==> src/rtl/blinkt_led_streamer_if.sv <==
// Bus bundle for blinkt_led_streamer: Wishbone register port plus AXI-Stream LED frame output.
// The slave modport is the peripheral's view; master is the bridge/shifter side.
interface blinkt_led_streamer_if #(
   parameter int unsigned DATA_WIDTH   = 32,
   parameter int unsigned ADDR_WIDTH   = 32,
   parameter int unsigned SELECT_WIDTH = DATA_WIDTH / 8
);
   logic [ADDR_WIDTH-1:0]   wb_adr_i;
   logic [DATA_WIDTH-1:0]   wb_dat_i;
   logic [DATA_WIDTH-1:0]   wb_dat_o;
   logic                    wb_we_i;
   logic [SELECT_WIDTH-1:0] wb_sel_i;
   logic                    wb_stb_i;
   logic                    wb_cyc_i;
   logic                    wb_ack_o;
   logic                    wb_err_o;
   logic                    wb_rty_o;
   logic [31:0]             m_axis_data;
   logic                    m_axis_valid;
   logic                    m_axis_last;
   logic                    s_axis_ready;

   modport master (
      output wb_adr_i, wb_dat_i, wb_we_i, wb_sel_i, wb_stb_i, wb_cyc_i, s_axis_ready,
      input  wb_dat_o, wb_ack_o, wb_err_o, wb_rty_o, m_axis_data, m_axis_valid, m_axis_last
   );

   modport slave (
      input  wb_adr_i, wb_dat_i, wb_we_i, wb_sel_i, wb_stb_i, wb_cyc_i, s_axis_ready,
      output wb_dat_o, wb_ack_o, wb_err_o, wb_rty_o, m_axis_data, m_axis_valid, m_axis_last
   );
endinterface

==> src/rtl/blinkt_led_streamer.sv <==
// Wishbone-programmable LED word bank streamed as an APA102-style frame over AXI-Stream.
// Frames: START_WORDS zero words, NUM_LEDS LED words, END_WORDS all-ones words (TLAST on the final one).
module blinkt_led_streamer #(
   parameter int unsigned DATA_WIDTH   = 32,
   parameter int unsigned ADDR_WIDTH   = 32,
   parameter int unsigned SELECT_WIDTH = DATA_WIDTH / 8,
   parameter int unsigned NUM_LEDS     = 8,
   parameter int unsigned START_WORDS  = 1,
   parameter int unsigned END_WORDS    = 1
) (
   input  logic                i_clk,
   input  logic                i_rst_n,
   blinkt_led_streamer_if.slave bus
);
   localparam int unsigned MAX_SE    = (START_WORDS > END_WORDS) ? START_WORDS : END_WORDS;
   localparam int unsigned MAX_BEATS = (MAX_SE > NUM_LEDS) ? MAX_SE : NUM_LEDS;
   localparam int unsigned CNT_W     = (MAX_BEATS > 1) ? $clog2(MAX_BEATS) : 1;
   localparam logic [CNT_W-1:0] START_LAST = CNT_W'(START_WORDS - 1);
   localparam logic [CNT_W-1:0] LEDS_LAST  = CNT_W'(NUM_LEDS - 1);
   localparam logic [CNT_W-1:0] END_LAST   = CNT_W'(END_WORDS - 1);

   typedef enum logic [1:0] {ST_IDLE, ST_START, ST_LEDS, ST_END} state_e;

   state_e                  state_q, state_d;
   logic [CNT_W-1:0]        cnt_q, cnt_d, cnt_inc;
   logic                    pending_q, pending_d;
   logic                    repeat_q, repeat_d;
   logic [15:0]             frame_cnt_q, frame_cnt_d;
   logic                    ack_q, ack_d, err_q, err_d;
   logic [DATA_WIDTH-1:0]   dat_q, dat_d, rd_data;
   logic [31:0]             data_q, data_d, led_next;
   logic                    valid_q, valid_d, last_q, last_d;
   logic [31:0]             led_q [NUM_LEDS];
   logic [31:0]             led_d [NUM_LEDS];

   logic [11:0] adr;
   logic [5:0]  led_idx;
   logic        accept, is_ctrl, is_status, is_led, hit, start_wr, hs, enter_start;
   logic        unused_adr;

   assign adr        = bus.wb_adr_i[11:0];
   assign led_idx    = adr[7:2];
   assign unused_adr = ^bus.wb_adr_i[ADDR_WIDTH-1:12];

   assign accept    = bus.wb_cyc_i & bus.wb_stb_i & ~ack_q & ~err_q;
   assign is_ctrl   = (adr == 12'h000);
   assign is_status = (adr == 12'h004);
   assign is_led    = (adr[11:8] == 4'h1) && (adr[1:0] == 2'b00) && ({26'd0, led_idx} < NUM_LEDS);
   assign hit       = is_ctrl | is_status | is_led;
   assign start_wr  = accept & bus.wb_we_i & is_ctrl & bus.wb_dat_i[0];
   assign hs        = valid_q & bus.s_axis_ready;
   assign cnt_inc   = cnt_q + CNT_W'(1);

   // Wishbone side: decode, read mux, register writes
   always_comb begin
      rd_data  = '0;
      repeat_d = repeat_q;
      for (int unsigned k = 0; k < NUM_LEDS; k++) led_d[k] = led_q[k];
      if (is_ctrl)   rd_data = {29'd0, repeat_q, pending_q, state_q != ST_IDLE};
      if (is_status) rd_data = {frame_cnt_q, 8'h00, 8'(NUM_LEDS)};
      if (is_led) begin
         for (int unsigned k = 0; k < NUM_LEDS; k++)
            if (led_idx == 6'(k)) rd_data = led_q[k];
      end
      if (accept && bus.wb_we_i && is_ctrl) repeat_d = bus.wb_dat_i[1];
      if (accept && bus.wb_we_i && is_led) begin
         for (int unsigned k = 0; k < NUM_LEDS; k++) begin
            if (led_idx == 6'(k)) begin
               for (int unsigned b = 0; b < SELECT_WIDTH; b++)
                  if (bus.wb_sel_i[b]) led_d[k][8*b +: 8] = bus.wb_dat_i[8*b +: 8];
            end
         end
      end
      ack_d = accept & hit;
      err_d = accept & ~hit;
      dat_d = (accept & hit) ? rd_data : '0;
   end

   // Stream side: the next beat is registered on the handshake of the current one,
   // so LED words are sampled live at presentation time and then held.
   always_comb begin
      state_d     = state_q;
      cnt_d       = cnt_q;
      valid_d     = valid_q;
      data_d      = data_q;
      last_d      = last_q;
      pending_d   = pending_q;
      frame_cnt_d = frame_cnt_q;
      enter_start = 1'b0;
      led_next    = '0;
      for (int unsigned k = 0; k < NUM_LEDS; k++)
         if (cnt_inc == CNT_W'(k)) led_next = led_q[k];

      case (state_q)
         ST_IDLE: if (pending_q) enter_start = 1'b1;
         ST_START: if (hs) begin
            if (cnt_q == START_LAST) begin
               state_d = ST_LEDS;
               cnt_d   = '0;
               data_d  = {3'b111, led_q[0][28:0]};
            end else begin
               cnt_d  = cnt_inc;
               data_d = '0;
            end
         end
         ST_LEDS: if (hs) begin
            if (cnt_q == LEDS_LAST) begin
               state_d = ST_END;
               cnt_d   = '0;
               data_d  = '1;
               last_d  = (END_WORDS == 1);
            end else begin
               cnt_d  = cnt_inc;
               data_d = {3'b111, led_next[28:0]};
            end
         end
         ST_END: if (hs) begin
            if (cnt_q == END_LAST) begin
               frame_cnt_d = frame_cnt_q + 16'd1;
               if (pending_q || repeat_q) begin
                  enter_start = 1'b1;
               end else begin
                  state_d = ST_IDLE;
                  valid_d = 1'b0;
                  data_d  = '0;
                  last_d  = 1'b0;
               end
            end else begin
               cnt_d  = cnt_inc;
               data_d = '1;
               last_d = (cnt_inc == END_LAST);
            end
         end
      endcase

      if (enter_start) begin
         state_d   = ST_START;
         cnt_d     = '0;
         valid_d   = 1'b1;
         data_d    = '0;
         last_d    = 1'b0;
         pending_d = 1'b0;
      end
      if (start_wr) pending_d = 1'b1;
   end

   always_ff @(posedge i_clk or negedge i_rst_n) begin
      if (!i_rst_n) begin
         state_q     <= ST_IDLE;
         cnt_q       <= '0;
         pending_q   <= 1'b0;
         repeat_q    <= 1'b0;
         frame_cnt_q <= '0;
         ack_q       <= 1'b0;
         err_q       <= 1'b0;
         dat_q       <= '0;
         data_q      <= '0;
         valid_q     <= 1'b0;
         last_q      <= 1'b0;
         for (int unsigned k = 0; k < NUM_LEDS; k++) led_q[k] <= 32'hE000_0000;
      end else begin
         state_q     <= state_d;
         cnt_q       <= cnt_d;
         pending_q   <= pending_d;
         repeat_q    <= repeat_d;
         frame_cnt_q <= frame_cnt_d;
         ack_q       <= ack_d;
         err_q       <= err_d;
         dat_q       <= dat_d;
         data_q      <= data_d;
         valid_q     <= valid_d;
         last_q      <= last_d;
         for (int unsigned k = 0; k < NUM_LEDS; k++) led_q[k] <= led_d[k];
      end
   end

   assign bus.wb_ack_o     = ack_q;
   assign bus.wb_err_o     = err_q;
   assign bus.wb_rty_o     = 1'b0;
   assign bus.wb_dat_o     = dat_q;
   assign bus.m_axis_data  = data_q;
   assign bus.m_axis_valid = valid_q;
   assign bus.m_axis_last  = last_q;
endmodule
==> src/flat_wrapper.sv <==
// flat-port wrapper written by rule: the top's interface ports become plain ports
module blinkt_led_streamer_flat 
#(
   parameter int unsigned DATA_WIDTH   = 32,
   parameter int unsigned ADDR_WIDTH   = 32,
   parameter int unsigned SELECT_WIDTH = DATA_WIDTH / 8,
   parameter int unsigned NUM_LEDS     = 8,
   parameter int unsigned START_WORDS  = 1,
   parameter int unsigned END_WORDS    = 1
)
  (i_clk, i_rst_n, bus_wb_adr_i, bus_wb_dat_i, bus_wb_we_i, bus_wb_sel_i, bus_wb_stb_i, bus_wb_cyc_i, bus_s_axis_ready, bus_wb_dat_o, bus_wb_ack_o, bus_wb_err_o, bus_wb_rty_o, bus_m_axis_data, bus_m_axis_valid, bus_m_axis_last);
  blinkt_led_streamer_if #(.DATA_WIDTH(DATA_WIDTH), .ADDR_WIDTH(ADDR_WIDTH), .SELECT_WIDTH(SELECT_WIDTH)) bus_i ();
  input  logic i_clk;
  input  logic i_rst_n;
  input wire logic [$bits(bus_i.wb_adr_i)-1:0] bus_wb_adr_i;
  input wire logic [$bits(bus_i.wb_dat_i)-1:0] bus_wb_dat_i;
  input wire logic [$bits(bus_i.wb_we_i)-1:0] bus_wb_we_i;
  input wire logic [$bits(bus_i.wb_sel_i)-1:0] bus_wb_sel_i;
  input wire logic [$bits(bus_i.wb_stb_i)-1:0] bus_wb_stb_i;
  input wire logic [$bits(bus_i.wb_cyc_i)-1:0] bus_wb_cyc_i;
  input wire logic [$bits(bus_i.s_axis_ready)-1:0] bus_s_axis_ready;
  output wire logic [$bits(bus_i.wb_dat_o)-1:0] bus_wb_dat_o;
  output wire logic [$bits(bus_i.wb_ack_o)-1:0] bus_wb_ack_o;
  output wire logic [$bits(bus_i.wb_err_o)-1:0] bus_wb_err_o;
  output wire logic [$bits(bus_i.wb_rty_o)-1:0] bus_wb_rty_o;
  output wire logic [$bits(bus_i.m_axis_data)-1:0] bus_m_axis_data;
  output wire logic [$bits(bus_i.m_axis_valid)-1:0] bus_m_axis_valid;
  output wire logic [$bits(bus_i.m_axis_last)-1:0] bus_m_axis_last;
  assign bus_i.wb_adr_i = bus_wb_adr_i;
  assign bus_i.wb_dat_i = bus_wb_dat_i;
  assign bus_i.wb_we_i = bus_wb_we_i;
  assign bus_i.wb_sel_i = bus_wb_sel_i;
  assign bus_i.wb_stb_i = bus_wb_stb_i;
  assign bus_i.wb_cyc_i = bus_wb_cyc_i;
  assign bus_i.s_axis_ready = bus_s_axis_ready;
  assign bus_wb_dat_o = bus_i.wb_dat_o;
  assign bus_wb_ack_o = bus_i.wb_ack_o;
  assign bus_wb_err_o = bus_i.wb_err_o;
  assign bus_wb_rty_o = bus_i.wb_rty_o;
  assign bus_m_axis_data = bus_i.m_axis_data;
  assign bus_m_axis_valid = bus_i.m_axis_valid;
  assign bus_m_axis_last = bus_i.m_axis_last;
  blinkt_led_streamer #(.DATA_WIDTH(DATA_WIDTH), .ADDR_WIDTH(ADDR_WIDTH), .SELECT_WIDTH(SELECT_WIDTH), .NUM_LEDS(NUM_LEDS), .START_WORDS(START_WORDS), .END_WORDS(END_WORDS)) u_core (.i_clk(i_clk), .i_rst_n(i_rst_n), .bus(bus_i));
endmodule
==> config.mk <==
export PLATFORM = sky130hd
export DESIGN_NAME = blinkt_led_streamer_flat
export DESIGN_NICKNAME = d
export VERILOG_FILES = /design/src/rtl/blinkt_led_streamer_if.sv /design/src/rtl/blinkt_led_streamer.sv /design/src/flat_wrapper.sv
export SDC_FILE = /design/constraint.sdc
export NUM_CORES = 1
export LEC_CHECK = 0
export ABC_CLOCK_PERIOD_IN_PS = 3130
export BUFFER_PORTS_ARGS = -buffer_cell sky130_fd_sc_hd__buf_2
export CORE_MARGIN = 2
export CORE_UTILIZATION = 61
export DETAILED_ROUTE_END_ITERATION = 12
export PLACE_DENSITY_LB_ADDON = 0.05
export SYNTH_ARGS = -nofsm -noshare
export SYNTH_HDL_FRONTEND = slang
export SYNTH_SLANG_ARGS = --single-unit
==> constraint.sdc <==
create_clock -name i_clk -period 3.13 [get_ports i_clk]
set_input_delay 0.1565 -clock i_clk [delete_from_list [all_inputs] [get_ports i_clk]]
set_output_delay 0.1565 -clock i_clk [all_outputs]
set_load 0.01 [all_outputs]
Yosys cells after proc, flatten, opt, wreduce, memory -nomap -nowiden
Cells that the tools add are included.
Word-level totals
  logic and storage cells: 211
  output and inout port bits: 69
  flip-flop bits (word level): 347
  input bits: 74
Cells by class
  bitwise logic cells: 14
  mux-type cells: 64
  reduce and logical (&&, ||, !) cells: 57
  add/sub/neg operators: 2
  equality and inequality tests: 30
  $lt $le $gt $ge: 1
Operators by type and width (count)
  32-bit 2-to-1 mux: 18
  29-bit 2-to-1 mux: 9
  3-bit AND reduction: 33
  32-bit one-hot mux with 3 select lines: 1
  6-bit by 3-bit equality test with 1-bit output, second input constant: 4
  3-bit 2-to-1 mux: 8
  3-bit by 1-bit inequality test with 1-bit output, second input constant: 6
  16-bit by 1-bit adder with 16-bit output, second input constant: 1
  1-bit 2-to-1 mux: 16
  2-bit 2-to-1 mux: 8
  3-bit equality test, second input constant: 5
  5-bit AND reduction: 3
  12-bit by 3-bit equality test with 1-bit output, second input constant: 1
  6-bit by 2-bit equality test with 1-bit output, second input constant: 2
  12-bit zero test: 1
  2-bit nonzero test: 5
  1-bit AND: 9
  3-bit one-hot mux with 3 select lines: 1
  8-bit AND reduction: 1
  3-bit by 2-bit equality test with 1-bit output, second input constant: 2
  6-bit by 1-bit equality test with 1-bit output, second input constant: 1
  3-bit zero test: 2
  6-bit zero test: 1
  6-bit by 4-bit < comparator with 1-bit output, second input constant: 1
  other kinds (18): 29

Logic depth before layout (Yosys ltp)
  depth after elaboration: 14
  depth in mapped cells: 10
  mapped depth without buffers: 7

Worst setup path after synthesis
No wires, ideal clock.
  path kind: register to register
  start point: reg u_core.cnt_q[0]
  end point: reg u_core.data_q[10], in the netlist u_core.bus.m_axis_data[10]
  period minus slack after synthesis: 2.452 ns
  slack: 0.678 ns
  cell stages (with the launch flop): 10
  library setup time: 0.121 ns
  required time: 3.009 ns
  buffers on the path: 2
  arrival: 2.331 ns
  cell sequence: dfrtp_1 > ha_1 > ha_1 > nor2b_1 > clkbuf_1 > nand2_1 > clkbuf_1 > o221ai_1 > o21ai_0 > a22o_1
On the way
  cells in the longest elaborated chain, start to end: 14
  elaborated cells between the ends (all ways): 36
  those cells by class: add/sub (1); eq/ne (12); mux (19); reduce/logical (4)
RTL lines
  start, declared: RTL line blinkt_led_streamer.sv:25  | logic [CNT_W-1:0] cnt_q, cnt_d, cnt_inc;
  start signal, assigned: RTL line blinkt_led_streamer.sv:163  | cnt_q <= cnt_d;
  3-bit by 1-bit adder with 3-bit output: RTL line blinkt_led_streamer.sv:52  | assign cnt_inc = cnt_q + CNT_W'(1);
  3-bit zero test: RTL line blinkt_led_streamer.sv:92  | if (cnt_inc == CNT_W'(k)) led_next = led_q[k];
  29-bit 2-to-1 mux (8 in series): RTL line blinkt_led_streamer.sv:92
  29-bit 2-to-1 mux: RTL line blinkt_led_streamer.sv:107  | if (cnt_q == LEDS_LAST) begin
  32-bit 2-to-1 mux: RTL line blinkt_led_streamer.sv:106  | ST_LEDS: if (hs) begin
  32-bit one-hot mux with 3 select lines: RTL line blinkt_led_streamer.sv:94  | case (state_q)
  32-bit 2-to-1 mux: RTL line blinkt_led_streamer.sv:136  | if (enter_start) begin
  end signal, assigned: RTL line blinkt_led_streamer.sv:170  | data_q <= data_d;
  end, declared: RTL line blinkt_led_streamer.sv:31  | logic [31:0] data_q, data_d, led_next;
Several ways; a longest one is shown, not always the timed one. The select of a mux whose other input is x is not followed.
A chain may end at the register's enable or synchronous reset.

Final worst setup path
  start point: reg u_core.cnt_q[0]
  end point: reg u_core.data_q[19], in the netlist u_core.bus.m_axis_data[19]
Same word-level chain as after synthesis.

==> impl_summary.txt <==
----------------------------------------------------
[Status]
  Outcome ... finished clean

[Global route]
  Global route total overflow ... 0
  Antenna violations before repair ... 1
  Pin count of the biggest net entering global routing ... 89
  Tot GR Track Use ... 36.8%
  Number of global-route vias before repair ... between 10k and 15k
  First-pass GRT wire length ... 86.2 mm

[Die]
  Count of standard-cell rows ... 62
  Vert. Die Dim ... about 180 microns
  Floorplan core area ... about 29000 sq um
  Total die area ... 30800 sq um
  Width of the die ... 176 microns
  Initial core utilization ... 62.2%
  Number of top-level pins ... 143

[Yosys]
  Sequential area share after synthesis ... 48.2%
  Net Count, Synth ... 1617
  Post-synthesis cell count ... about 1.5k
  Largest area contributor in the synthesized netlist ... sky130_fd_sc_hd__dfrtp_1
  Average size of a mapped cell ... 11.7 sq um
  Top-count cell post-synth ... sky130_fd_sc_hd__dfrtp_1
  Post-synthesis instance area ... 18000 sq um
  Unique cell type count in the Yosys netlist ... 74
  Largest cells by area after synthesis ... sky130_fd_sc_hd__dfrtp_1, sky130_fd_sc_hd__mux2_2, sky130_fd_sc_hd__dfstp_2, sky130_fd_sc_hd__mux4_2, sky130_fd_sc_hd__a21oi_1
  Most common flop cell mapped by yosys ... sky130_fd_sc_hd__dfrtp_1
  Flops & latches, synth ... around 350
  Synth warnings ... 0
  Top post-synthesis cells by count ... sky130_fd_sc_hd__dfrtp_1, sky130_fd_sc_hd__mux2_2, sky130_fd_sc_hd__a21oi_1
  Number of enable-type register cells in the synthesized netlist ... 0
  Area share of the largest cell type after synthesis ... 44.7%
  Asr flop ratio synth ... 100%

[Place]
  Number of cells after detailed placement ... around 2k
  Placement-stage cell area ... around 19000 sq um
  Final weighted congestion of routability-driven global placement ... 0.901
  Number of buffers added on ports ... 121
  Worst slack at placement ... 0.386 ns
  Total half-perimeter wirelength after legalization and detailed placement ... 35.5 mm

[Timing]
  Worst slack on hold paths ... 0.0309 ns
  Setup repair after global routing missed its margin ... false
  Final count of hold timing violations ... 0
  Final Slew Violations ... 0
  Setup WS post-layout ... 0.308 ns
  Setup Viol. Count Final ... 0
  Post-layout min period ... 2.82 ns
  Post-Route Setup TNS ... 0 ns
  Slew @ Worst Pin ... just under 0.9 ns
  Highest attainable clock frequency ... 0.354 GHz
  Slew Limit Headroom ... roughly two fifths
  Period utilisation layout ... 90.2%
  Largest clock skew in the final design ... 0.0174 ns

[Drt]
  1st-pass router iterations ... 7
  Final Routed Wirelength ... 56.4 mm
  Number of DRC markers in iteration 0 ... 1841
  Mean routed wirelength per cell ... 27.0 microns
  Mean number of vias per cell ... 7.02
  Antenna-violating nets left ... 0
  Via total after detailed routing ... 14.7k
  Remaining DRCs ... 0

[Layout]
  Area used by multi-input combinational logic ... 8810 sq um
  Post-route non-filler standard cell count ... between 2k and 2.5k
  Post-route cell area ... 20800 sq um
  Final core utilization ... slightly above 70%
  Layout overhead on the synthesized area ... 15.6%
  Fraction of final layout cells with drive strength greater than 1 ... 35.9%
  Final layout net count ... 1761
  Layout fillers ... roughly 2.1k
  FF+latch area ... 8660 sq um

[Clock tree]
  Total CTS buffers ... 39
  Clock buffer depth ... 3
  Clock latency at the later pin of the worst-skew pair ... about 0.53 ns
  Deepest level of the CTS H-tree ... 2
  Count of hold buffers inserted by post-cts repair ... 29
  Clock tree from TritonCTS ... yes
  Number of clock sinks seen by CTS ... between 300 and 400
  Cell chosen for the clock root ... sky130_fd_sc_hd__clkbuf_16
  CTS clock-pin slew for the worst setup and hold paths ... 0.06 ns
  Resize count post-CTS ... 0
  Number of post-CTS setup repair buffers ... 0

[Power and ir drop]
  Total power of the final layout ... 15.0 mW
  Total power per unit cell area ... 723 nW/um^2
  Net Switching ... 5.61 mW
  Proportion of power drawn by combinational gates ... 37.3%
  Switching power as a share of total power ... 37.4%
  Lkg Pwr ... around 9.6 nW
  Cell-internal power ... 9.41 mW
  Sequential fraction of design power ... 32.2%
  Relative contribution of the clock network to total power ... 30.5%
  Highest ir drop seen on vdd ... 0.558 mV

[Worst setup path]
  Endpoint type of the worst setup path ... flop
  Arrival time worst endpoint ... 3.23 ns
  Largest driver fanout on the critical path ... 30
  Crit path kind ... flop to flop
  Worst EP required ... 3.53 ns
  Kind of start point of the critical path ... flop

[Min path]
  Worst hold-check path type ... primary input to flop

[Run]
  Max-capacitance violation count ... 0

----------------------------------------------------
## final cells by class
cell class | count | share of cell area (%)
tap | 384 | 2.31
multi-input combinational | 1060 | 42.4
inverter | 16 | 0.289
clock inverter | 8 | 0.313
sequential | 345 | 41.7
timing repair buffer | 212 | 6.98
antenna | 1 | 0.0121
clock buffer | 63 | 5.92
## placed cells by master, fill, tap and decap left out, types with 11 or more instances in the layout
cell	Yosys	routed
sky130_fd_sc_hd__a21o_1	17	17
sky130_fd_sc_hd__a21oi_1	108	108
sky130_fd_sc_hd__a221o_1	13	13
sky130_fd_sc_hd__a221oi_1	20	20
sky130_fd_sc_hd__a22o_1	31	31
sky130_fd_sc_hd__a32oi_1	12	12
sky130_fd_sc_hd__buf_2	13	119
sky130_fd_sc_hd__buf_4	8	57
sky130_fd_sc_hd__clkbuf_16	0	41
sky130_fd_sc_hd__clkbuf_8	0	12
sky130_fd_sc_hd__dfrtp_1	321	321
sky130_fd_sc_hd__dfstp_2	24	24
sky130_fd_sc_hd__dlygate4sd3_1	0	29
sky130_fd_sc_hd__inv_1	16	16
sky130_fd_sc_hd__mux2_2	263	263
sky130_fd_sc_hd__mux2i_1	21	21
sky130_fd_sc_hd__mux4_2	28	28
sky130_fd_sc_hd__nand2_1	103	103
sky130_fd_sc_hd__nand2_2	32	32
sky130_fd_sc_hd__nand2b_1	33	33
sky130_fd_sc_hd__nand3_1	14	14
sky130_fd_sc_hd__nor2_1	32	32
sky130_fd_sc_hd__nor2b_1	26	24
sky130_fd_sc_hd__o2111a_1	18	18
sky130_fd_sc_hd__o2111ai_1	11	11
sky130_fd_sc_hd__o211ai_1	12	12
sky130_fd_sc_hd__o21ai_0	46	45
sky130_fd_sc_hd__o221ai_1	32	32
sky130_fd_sc_hd__o22ai_1	17	17
sky130_fd_sc_hd__o32a_1	18	18
sky130_fd_sc_hd__xnor2_1	11	11
## worst max-delay path: stages, from the launching register on
cell and delay, ns:
sky130_fd_sc_hd__dfrtp_1 0.44, sky130_fd_sc_hd__inv_1 0.16, sky130_fd_sc_hd__ha_2 0.43, sky130_fd_sc_hd__buf_4 0.46, sky130_fd_sc_hd__nand2_1 0.16, sky130_fd_sc_hd__buf_4 0.29, sky130_fd_sc_hd__o221ai_1 0.20, sky130_fd_sc_hd__o21ai_0 0.27
sky130_fd_sc_hd__a22o_1 0.28
## path summary, 6_finish.rpt
check                                          startpoint                          to  slack, ns  cells past startpoint
max in group asynchronous                         i_rst_n  u_core.bus.m_axis_data[13]       1.94                      3
worst max register to register            u_core.cnt_q[0]  u_core.bus.m_axis_data[19]       0.31                      8
worst min register to register  u_core.bus.m_axis_data[1]   u_core.bus.m_axis_data[1]       0.50                      1
worst max-delay path                      u_core.cnt_q[0]  u_core.bus.m_axis_data[19]       0.31                      8
min in group asynchronous                         i_rst_n       u_core.frame_cnt_q[1]       0.24                      2
worst min-delay path                      bus_wb_dat_i[1]           u_core.led_q[193]       0.03                      2
## power groups by stage
stage / logic (mW) / registers, mW / clock network, mW
finish: 5.60 / 4.84 / 4.58
global placement: 5.29 / 4.90 / 0
floorplan: 3.22 / 4.96 / 0
CTS: 5.43 / 4.84 / 4.62
global route: 5.91 / 4.87 / 4.81
detailed placement: 5.36 / 4.91 / 0
## routing by layer
metal  up-vias  part of all wire (%)  global-route usage (%)
li1       6158                     -                       -
met1      7372                    39                    50.7
met2       968                    46                    56.6
met3       172                    12                    9.48
met4         0                   3.6                    14.2
met5         -                     0                       0
## state kept, by name, summed over array words and instances, names as in the netlist
name                     count
u_core.led_q               256
u_core.bus.wb_dat_o         32
u_core.bus.m_axis_data      30
u_core.frame_cnt_q          16
u_core.cnt_q                 3
u_core.state_q               2
u_core.bus.m_axis_last       1
u_core.bus.m_axis_valid      1
u_core.bus.wb_ack_o          1
u_core.bus.wb_err_o          1
u_core.pending_q             1
u_core.repeat_q              1
## cell families (layout without fill, tap and decap cells)
logic type | Yosys count | count (layout) | share of synthesized area (%)
xor+xnor | 15 | 15 | 0.732
mux | 313 | 313 | 21.2
buf+inv | 125 | 299 | 2.87
compound gates | 412 | 412 | 16.9
fa+ha+maj | 13 | 13 | 0.906
simple gates | 306 | 306 | 9.09
other cells | 1 | 2 | 0.0209
flops | 345 | 345 | 48.2
(Power assumes the default switching activity.)
